File: config.mk
export PLATFORM = sky130hd
export DESIGN_NAME = sobel_thresh_ctrl
export DESIGN_NICKNAME = d
export VERILOG_FILES = /design/src/rtl/sobel_thresh_ctrl_pkg.sv /design/src/rtl/sync_edge_det.sv /design/src/rtl/sobel_thresh_ctrl.sv
export SDC_FILE = /design/constraint.sdc
export NUM_CORES = 1
export LEC_CHECK = 0
export ABC_AREA = 1
export CORE_MARGIN = 3
export CORE_UTILIZATION = 45
export DETAILED_ROUTE_END_ITERATION = 10
export PLACE_DENSITY = 0.66
export SYNTH_ARGS = -nofsm -noshare
export SYNTH_HDL_FRONTEND = slang
export SYNTH_SLANG_ARGS = --single-unit
File: constraint.sdc
create_clock -name clk -period 13.8 [get_ports clk]
set_input_delay 4.14 -clock clk [delete_from_list [all_inputs] [get_ports clk]]
set_output_delay 4.14 -clock clk [all_outputs]
set_load 0.01 [all_outputs]
File: src/rtl/sobel_thresh_ctrl_pkg.sv
// Shared widths, reset defaults and FSM state type for the Sobel threshold controller.
package sobel_thresh_ctrl_pkg;

  localparam int unsigned PIX_CNT_W_DEF = 20;
  localparam int unsigned BORDER_DEF    = 2;
  localparam int unsigned LINE_CNT_W    = 16;
  localparam logic [7:0]  TH_INIT_DEF   = 8'd60;

  typedef enum logic [1:0] {
    SYNC,
    IDLE,
    ACTIVE,
    UPDATE
  } state_e;

endpackage

File: src/rtl/sync_edge_det.sv
// Registers a sync strobe and flags its rising and falling edges in the current cycle.
module sync_edge_det (
  input  logic clk,
  input  logic reset_n,
  input  logic i_sig,
  output logic o_rise_c,
  output logic o_fall_c
);

  logic r_prev;

  always_ff @(posedge clk) begin
    if (!reset_n) begin
      r_prev <= 1'b0;
    end else begin
      r_prev <= i_sig;
    end
  end

  assign o_rise_c = i_sig & ~r_prev;
  assign o_fall_c = ~i_sig & r_prev;

endmodule

File: src/rtl/sobel_thresh_ctrl.sv
// Counts edge pixels per frame outside the border and retunes the Sobel threshold
// once per vertical blanking, either toward a target edge count or from a manual value.
module sobel_thresh_ctrl
  import sobel_thresh_ctrl_pkg::*;
#(
  parameter int unsigned PIX_CNT_W = PIX_CNT_W_DEF,
  parameter logic [7:0]  TH_INIT   = TH_INIT_DEF,
  parameter int unsigned BORDER    = BORDER_DEF
) (
  input  logic                 clk,
  input  logic                 reset_n,
  input  logic                 sobel,
  input  logic                 sobel_valid,
  input  logic                 sobel_hsync,
  input  logic                 sobel_vsync,
  input  logic                 auto_en,
  input  logic [7:0]           threshold_manual,
  input  logic [PIX_CNT_W-1:0] target_edges,
  input  logic [PIX_CNT_W-1:0] hyst,
  input  logic [3:0]           step,
  input  logic [7:0]           th_min,
  input  logic [7:0]           th_max,
  output logic [7:0]           threshold,
  output logic [PIX_CNT_W-1:0] frame_edges,
  output logic                 frame_done,
  output logic                 cfg_err
);

  state_e                r_state;
  logic [PIX_CNT_W-1:0]  r_edge_cnt;
  logic [PIX_CNT_W-1:0]  r_frame_edges;
  logic [LINE_CNT_W-1:0] r_col;
  logic [LINE_CNT_W-1:0] r_row;
  logic [7:0]            r_threshold;
  logic                  r_frame_done;
  logic                  r_cfg_err;

  logic                  w_vs_rise;
  logic                  w_vs_fall;
  logic                  w_hs_rise_unused;
  logic                  w_hs_fall;
  logic                  w_count;

  logic [PIX_CNT_W:0]    w_hi;
  logic [PIX_CNT_W-1:0]  w_lo;
  logic [8:0]            w_sum;
  logic [7:0]            w_diff;
  logic [7:0]            w_up;
  logic [7:0]            w_dn;
  logic [7:0]            w_th_next;
  logic                  w_cfg_bad;

  sync_edge_det u_vs_det (
    .clk      (clk),
    .reset_n  (reset_n),
    .i_sig    (sobel_vsync),
    .o_rise_c (w_vs_rise),
    .o_fall_c (w_vs_fall)
  );

  sync_edge_det u_hs_det (
    .clk      (clk),
    .reset_n  (reset_n),
    .i_sig    (sobel_hsync),
    .o_rise_c (w_hs_rise_unused),
    .o_fall_c (w_hs_fall)
  );

  assign w_count = (r_state == ACTIVE) && sobel_vsync && sobel_valid && !sobel &&
                   (r_col >= LINE_CNT_W'(BORDER)) && (r_row >= LINE_CNT_W'(BORDER));

  // Next threshold from the last frame's edge count; only consumed in UPDATE.
  always_comb begin
    w_hi      = {1'b0, target_edges} + {1'b0, hyst};
    w_lo      = (target_edges > hyst) ? (target_edges - hyst) : '0;
    w_sum     = {1'b0, r_threshold} + 9'(step);
    w_diff    = (r_threshold > 8'(step)) ? (r_threshold - 8'(step)) : '0;
    w_up      = (w_sum > {1'b0, th_max}) ? th_max : w_sum[7:0];
    w_dn      = (w_diff < th_min) ? th_min : w_diff;
    w_cfg_bad = th_min > th_max;
    w_th_next = r_threshold;
    if (!auto_en) begin
      w_th_next = threshold_manual;
    end else if (w_cfg_bad) begin
      w_th_next = r_threshold;
    end else if ({1'b0, r_frame_edges} > w_hi) begin
      w_th_next = w_up;
    end else if (r_frame_edges < w_lo) begin
      w_th_next = w_dn;
    end
  end

  // Frame FSM with pixel/line counters and registered outputs.
  always_ff @(posedge clk) begin
    if (!reset_n) begin
      r_state       <= SYNC;
      r_edge_cnt    <= '0;
      r_col         <= '0;
      r_row         <= '0;
      r_threshold   <= TH_INIT;
      r_frame_edges <= '0;
      r_frame_done  <= 1'b0;
      r_cfg_err     <= 1'b0;
    end else begin
      r_frame_done <= 1'b0;
      case (r_state)
        SYNC: begin
          if (!sobel_vsync) r_state <= IDLE;
        end
        IDLE: begin
          r_edge_cnt <= '0;
          r_col      <= '0;
          r_row      <= '0;
          if (w_vs_rise) r_state <= ACTIVE;
        end
        ACTIVE: begin
          // ACTIVE is held only while vsync stays high, so its fall is the first low sample.
          if (w_vs_fall) begin
            r_frame_edges <= r_edge_cnt;
            r_state       <= UPDATE;
          end else begin
            if (w_hs_fall) begin
              r_col <= '0;
              if (r_row != '1) r_row <= r_row + LINE_CNT_W'(1);
            end else if (sobel_valid && (r_col != '1)) begin
              r_col <= r_col + LINE_CNT_W'(1);
            end
            if (w_count && (r_edge_cnt != '1)) r_edge_cnt <= r_edge_cnt + PIX_CNT_W'(1);
          end
        end
        UPDATE: begin
          r_threshold  <= w_th_next;
          r_cfg_err    <= w_cfg_bad;
          r_frame_done <= 1'b1;
          r_state      <= IDLE;
        end
        default: r_state <= SYNC;
      endcase
    end
  end

  assign threshold   = r_threshold;
  assign frame_edges = r_frame_edges;
  assign frame_done  = r_frame_done;
  assign cfg_err     = r_cfg_err;

endmodule

# After elaboration in Yosys (flattened, before gate mapping)
# Index checks and enable logic that the tools add are counted.
[classes]
addsub = 7
n_lt_le_gt_ge = 9
n_eq_ne = 16
muxes = 24
n_bitwise = 6
n_reduce_logical = 16
[op_table]
columns = ["op", "n"]
rows = [
  ["two-way mux 16 bit", 6],
  ["one-hot mux 16 bit (2 select lines)", 2],
  ["two-way mux 20 bit", 3],
  ["two-way mux 8 bit", 7],
  ["one-hot mux 20 bit (2 select lines)", 1],
  ["adder 16 x 1 -> 16 bit, second input constant", 2],
  ["greater-or-equal comparator 16 x 2 -> 1 bit, second input constant", 2],
  ["!= test 16 bit, second input constant", 2],
  ["adder 20 x 20 -> 21 bit", 1],
  ["greater-than comparator 20 x 21 -> 1 bit", 1],
  ["adder 20 x 1 -> 20 bit, second input constant", 1],
  ["greater-than comparator 20 bit", 1],
  ["less-than comparator 20 bit", 1],
  ["!= test 20 bit, second input constant", 1],
  ["subtractor 20 bit", 1],
  ["AND reduction 3 bit", 4],
  ["!= test 2 x 1 -> 1 bit, second input constant", 5],
  ["adder 8 x 4 -> 9 bit", 1],
  ["greater-than comparator 9 x 8 -> 1 bit", 1],
  ["greater-than comparator 8 x 4 -> 1 bit", 1],
  ["greater-than comparator 8 bit", 1],
  ["less-than comparator 8 bit", 1],
  ["one-hot mux 2 bit (4 select lines)", 1],
  ["subtractor 8 x 4 -> 8 bit", 1],
  ["other kinds (14)", 30],
]
[word_totals]
ff_bits = 86
in_bits = 75
output_inout_bits = 30
elab_cells = 88

# Longest topological paths before layout
[logic_depth]
word_depth = 10
depth_mapped = 32
mapped_depth_nobuf = 31

# By module
# Synthesis repeated with hierarchy kept, for this count alone.
[unflattened]
cells_unflattened = 1333
area_unflattened_um2 = 8728.4
[by_module_without_submodules]
columns = ["mod", "n_inst", "cells_per_inst", "area_each_um2", "seq_area_each_um2"]
rows = [
  ["sobel_thresh_ctrl", 1, 1319, 8638.3, 1681.6],
  ["sync_edge_det", 2, 7, 45.0, 20.0],
]

# Worst setup path before layout
# OpenSTA, ideal clock, no wires.
[synth_timing]
kind = "input port to flip-flop"
startpoint = "input port hyst[2]"
endpoint = "register r_threshold[6], in the netlist threshold[6]"
setup_ps = 114
arrival_ps = 7195
t_required_ps = 13686
slack_ps = 6491
cell_stages = 27
n_path_buf = 2
cell_sequence = "inv_1 ha_1 buf_6 clkinv_2 a21oi_1 nor3_1 nor2_1 o21ai_1 nand2_1 nand2_1 nand2_1 nand2_1 a21o_1 a21oi_1 xor2_1 ha_1 nand2_1 nor4b_1 nand4_1 and3_1 buf_6 a21oi_4 nand2_4 nand2_8 nand2_2 nand2_1 nor2_2"
[synth_via]
elab_chain_cells = 5
word_cells_on_any_way = 11
classes_between = "add/sub: 2; order compare: 3; eq/ne: 1; mux: 4; reduce/logical: 1"
[synth_rtl]
columns = ["item", "line_no", "source"]
rows = [
  ["from (decl)", "sobel_thresh_ctrl.sv:19", "input logic [PIX_CNT_W-1:0] hyst,"],
  ["subtractor 20 bit, or another cell as far along", "sobel_thresh_ctrl.sv:75", "w_lo = (target_edges > hyst) ? (target_edges - hyst) : '0;"],
  ["two-way mux 20 bit / greater-than comparator 20 x 21 -> 1 bit (equally long branches)", "sobel_thresh_ctrl.sv:75, sobel_thresh_ctrl.sv:86", ""],
  ["less-than comparator 20 bit / two-way mux 8 bit (equally long branches)", "sobel_thresh_ctrl.sv:88, sobel_thresh_ctrl.sv:86", ""],
  ["!= test 3 x 1 -> 1 bit (no line) / two-way mux 8 bit (equally long branches)", "n/a", ""],
  ["AND reduction 3 bit (no line) / two-way mux 8 bit (equally long branches)", "n/a", ""],
  ["to (signal assigned)", "sobel_thresh_ctrl.sv:132", "r_threshold <= w_th_next;"],
  ["to (decl)", "sobel_thresh_ctrl.sv:34", "logic [7:0] r_threshold;"],
]
# Several ways; a longest one is shown, not always the timed one. The select of a mux whose other input is x is not followed.
# A chain may end at the register's enable or synchronous reset.

# Final worst setup path
[layout_timing]
startpoint = "input port hyst[9]"
endpoint = "register r_threshold[4], in the netlist threshold[4]"
# The elaborated chain is that of the path after synthesis.

==> flow_summary.ini <==
[status]
status = finished, final reports clean

[worst_setup_path]
critPathCaptureType = register
worst-setup-path-type = primary input to register
maximum_fanout_along_the_worst_path = 13
setup.worst_path.start_class = primary input
arrival_ns = 8.56
cp_data_required_time_ns = 14.02

[sta]
fmax_mhz = 120
transition_time_of_the_tightest_slew_check_pin_ns = 1.08
slew-limit-headroom = 0.273
slew_viol_final = 0
setup-tns-final_ns = 0
setup_viol = 0
grt_setup_unrepaired = no
period_needed_ns = 8.34
finClkSkew_ns = 0.00697
layout_worst_path_cycle_share = 0.605
timing.final.hold_violations = 0

[die]
number_of_rows_created_at_floorplan = 50
boundaryPins = 105
full_die_area_um2 = 21400
core_region_area_um2 = 19000
die_w_um = 146
initial_core_util = 0.466
die_height_um = 146

[finish]
stdcell_area_um2 = 10300
area_growth_pct = 16.1
fin_nets = 1634
ff_latch_area_um2 = 1720
nFillCells = 1952
multi_input_area_um2 = 6110
number_of_inserted_diodes = 0
post_route_cells_drive_above_1_share = 0.0562

[logic_synthesis]
yosysTopAreaCell = dfxtp_1
yosys_register_bits = 86
dominant_register_cell_in_the_synthesized_netlist = dfxtp_1
syn_area_um2 = 8860
synth_cells = 1355
synth.yosys.seq_area_share = 0.194
netlist-cell-type-count = 55
synth-async-reset-ratio = 0
synth_nets = 1553
synth_edf_count = 0
yosysTopAreaCellShare = 0.194
synth.top_cells.by_area = dfxtp_1, ha_1, nand2_1
post_synth.cell_area_avg_um2 = 6.54
yosys_warnings = 0

[clock_tree]
htree_num_levels = 3
post_cts_resize_count = 0
clock_latency_late_sink_ns = 0.34
clock_transition_at_the_registers_of_the_reported_paths_ns = 0.06
cts_tree = built
clockRootBuffer = clkbuf_16
cts.sinks = 86
post-cts-setup-buffers = 0
clock_tree.buffer_depth = 2
post_cts_hold_buffer_count = 0
tritoncts.num_buffers = 9

[grt]
gr-usage-all-layers = 0.205
number_of_global_route_vias_before_repair = 7830
grt.overflow.total = 0
top_usage_layer = met2
grt_first_pass_wirelength_um = 37600
largest_net_degree_at_the_start_of_global_routing = 43
grt_use_met1 = 0.300
grt_use_met3 = 0.0307
globalRouteMet2Util = 0.329
grt_antenna_before_repair = 0

[min_path]
hold_path_class = register to register

[pwr]
p_total_mw = 1.05
power_per_cell_area_nw_per_um2 = 102
p_leak_nw = 4.67
irDropWorstVdd_mv = 0.0783

[route]
dr.pass1.iters = 5
wire_per_inst_um = 13.3
detail_route.drc_violations = 0
detail_route.wirelength_um = 22600
route.antenna.remaining_nets = 0
drtIter0Drc = 509
number_of_vias_per_cell = 5.09
vias = 8664

[place]
place.detailed.hpwl_um = 18400
port_buffers = 104
placedInstanceArea_um2 = 10000
place.gp.congestion = 0.895

[flow_run]
timing.max_cap.violations = 0
[worst paths after layout]
path | start | end | slack, ns | cells past startpoint
setup / recovery | hyst[9] | threshold[4]$_SDFFE_PN1P_ | 5.46 | 21
hold / removal | r_row[3]$_SDFFE_PN0P_ | r_row[3]$_SDFFE_PN0P_ | 0.48 | 2
setup reg to reg | threshold[0]$_SDFFE_PN0P_ | threshold[2]$_SDFFE_PN1P_ | 10.15 | 22
hold reg to reg | r_row[3]$_SDFFE_PN0P_ | r_row[3]$_SDFFE_PN0P_ | 0.48 | 2
[cells in the mapped netlist (3+ instances only)]
cell type,n
clkbuf_1,12
nand3_2,3
o211ai_1,4
a21oi_1,141
buf_4,8
nand3_1,75
or2_2,5
a211oi_1,10
fa_1,4
xnor2_1,5
o21ai_1,10
o21bai_1,6
buf_6,7
nand2_1,293
ha_1,119
nor3_2,4
nor2_2,8
nor4_1,17
nor3_1,28
inv_2,12
nand4_1,30
nand2_4,5
a31oi_1,7
nor2_1,99
inv_1,193
a21o_1,3
dfxtp_1,86
o21ai_0,73
buf_2,8
nand2_2,10
xor2_1,38
[metrics by stage]
step                cells   util  setup slack, ns  hold WS (ns)
CTS                  1701  0.541             5.54         0.483
detailed placement   1685  0.527             5.19         0.474
global placement     1685  0.527             5.30         0.468
global route         1701  0.541             5.05         0.505
floorplan            1355      -             6.49         0.452
finish               1701  0.541             5.46         0.483
[placed cells by master, fill, tap and decap left out, drive strengths merged]
master	netlist	final
ha	119	119
a211oi	11	11
a21oi	145	145
nand2	309	309
xnor2	5	5
nand4	31	31
nand3	78	78
nor4	18	18
buf	24	2
nor4b	1	1
o211ai	4	4
clkinv	4	7
o21bai	7	7
and2	1	1
nor3	34	34
a41oi	1	1
a31oi	7	7
o221ai	1	1
clkinvlp	0	1
a21boi	1	1
o21a	2	2
xor2	38	38
and3	2	2
o21ai	85	85
inv	207	207
or2	5	5
dfxtp	86	86
clkbuf	12	12
fa	4	4
a21o	3	3
nor3b	2	2
nor2	108	108
clkdlybuf4s50	0	104
[critical path, stage by stage]
cell and delay [ns]:
clkdlybuf4s50_1 0.48, inv_1 0.05, ha_1 0.49, nand2_1 0.12, nor2_1 0.18, inv_2 0.06
nor4_1 0.27, nand3_1 0.11, o21ai_1 0.85, inv_1 0.33, nand3_1 0.17, ha_1 0.25
a21oi_1 0.13, o21a_1 0.12, o221ai_1 0.09, a31oi_1 0.15, nand2_1 0.14, nand2_4 0.15
nand2_8 0.09, a21oi_1 0.14, nand2_1 0.06
[routing by layer]
metal,part of all wire,vias to the layer above,routed length (um)
met1,0.50,3826,11400
met4,0.0078,0,176
li1,-,4623,-
met5,0,-,0
met2,0.44,197,9960
met3,0.050,18,1130
[flip-flops by register name, summed over array words and instances, names as in the netlist, 2 cells and up]
| name | cells |
|---|---|
| frame_edges | 20 |
| r_edge_cnt | 20 |
| r_col | 16 |
| r_row | 16 |
| threshold | 8 |
| r_state | 2 |
[report_power, final]
group          switching (mW)  internal (mW)
Sequential             0.0254          0.269
Combinational           0.349          0.181
Clock                  0.0948          0.126
[area by class of cell]
| class | count | share of cell area |
|---|---|---|
| multi-input cells | 1022 | 0.594 |
| flip-flops and latches | 86 | 0.167 |
| repair buffers | 106 | 0.103 |
| inverters | 211 | 0.0784 |
| well taps | 260 | 0.0316 |
| clock buffers | 12 | 0.0240 |
| clock inverters | 4 | 0.00219 |
[logic make-up (layout without fill, tap and decap cells)]
family                   after synthesis  in the layout  synth area share
AO/OA/AOI/OAI                        267            267             0.166
flip-flops                            86             86             0.194
adder cells (fa/ha/maj)              123            123             0.177
AND/OR/NAND/NOR                      589            589             0.304
XOR/XNOR                              43             43            0.0425
buffers and inverters                247            333             0.117
Power figures use the tool's default switching activity.
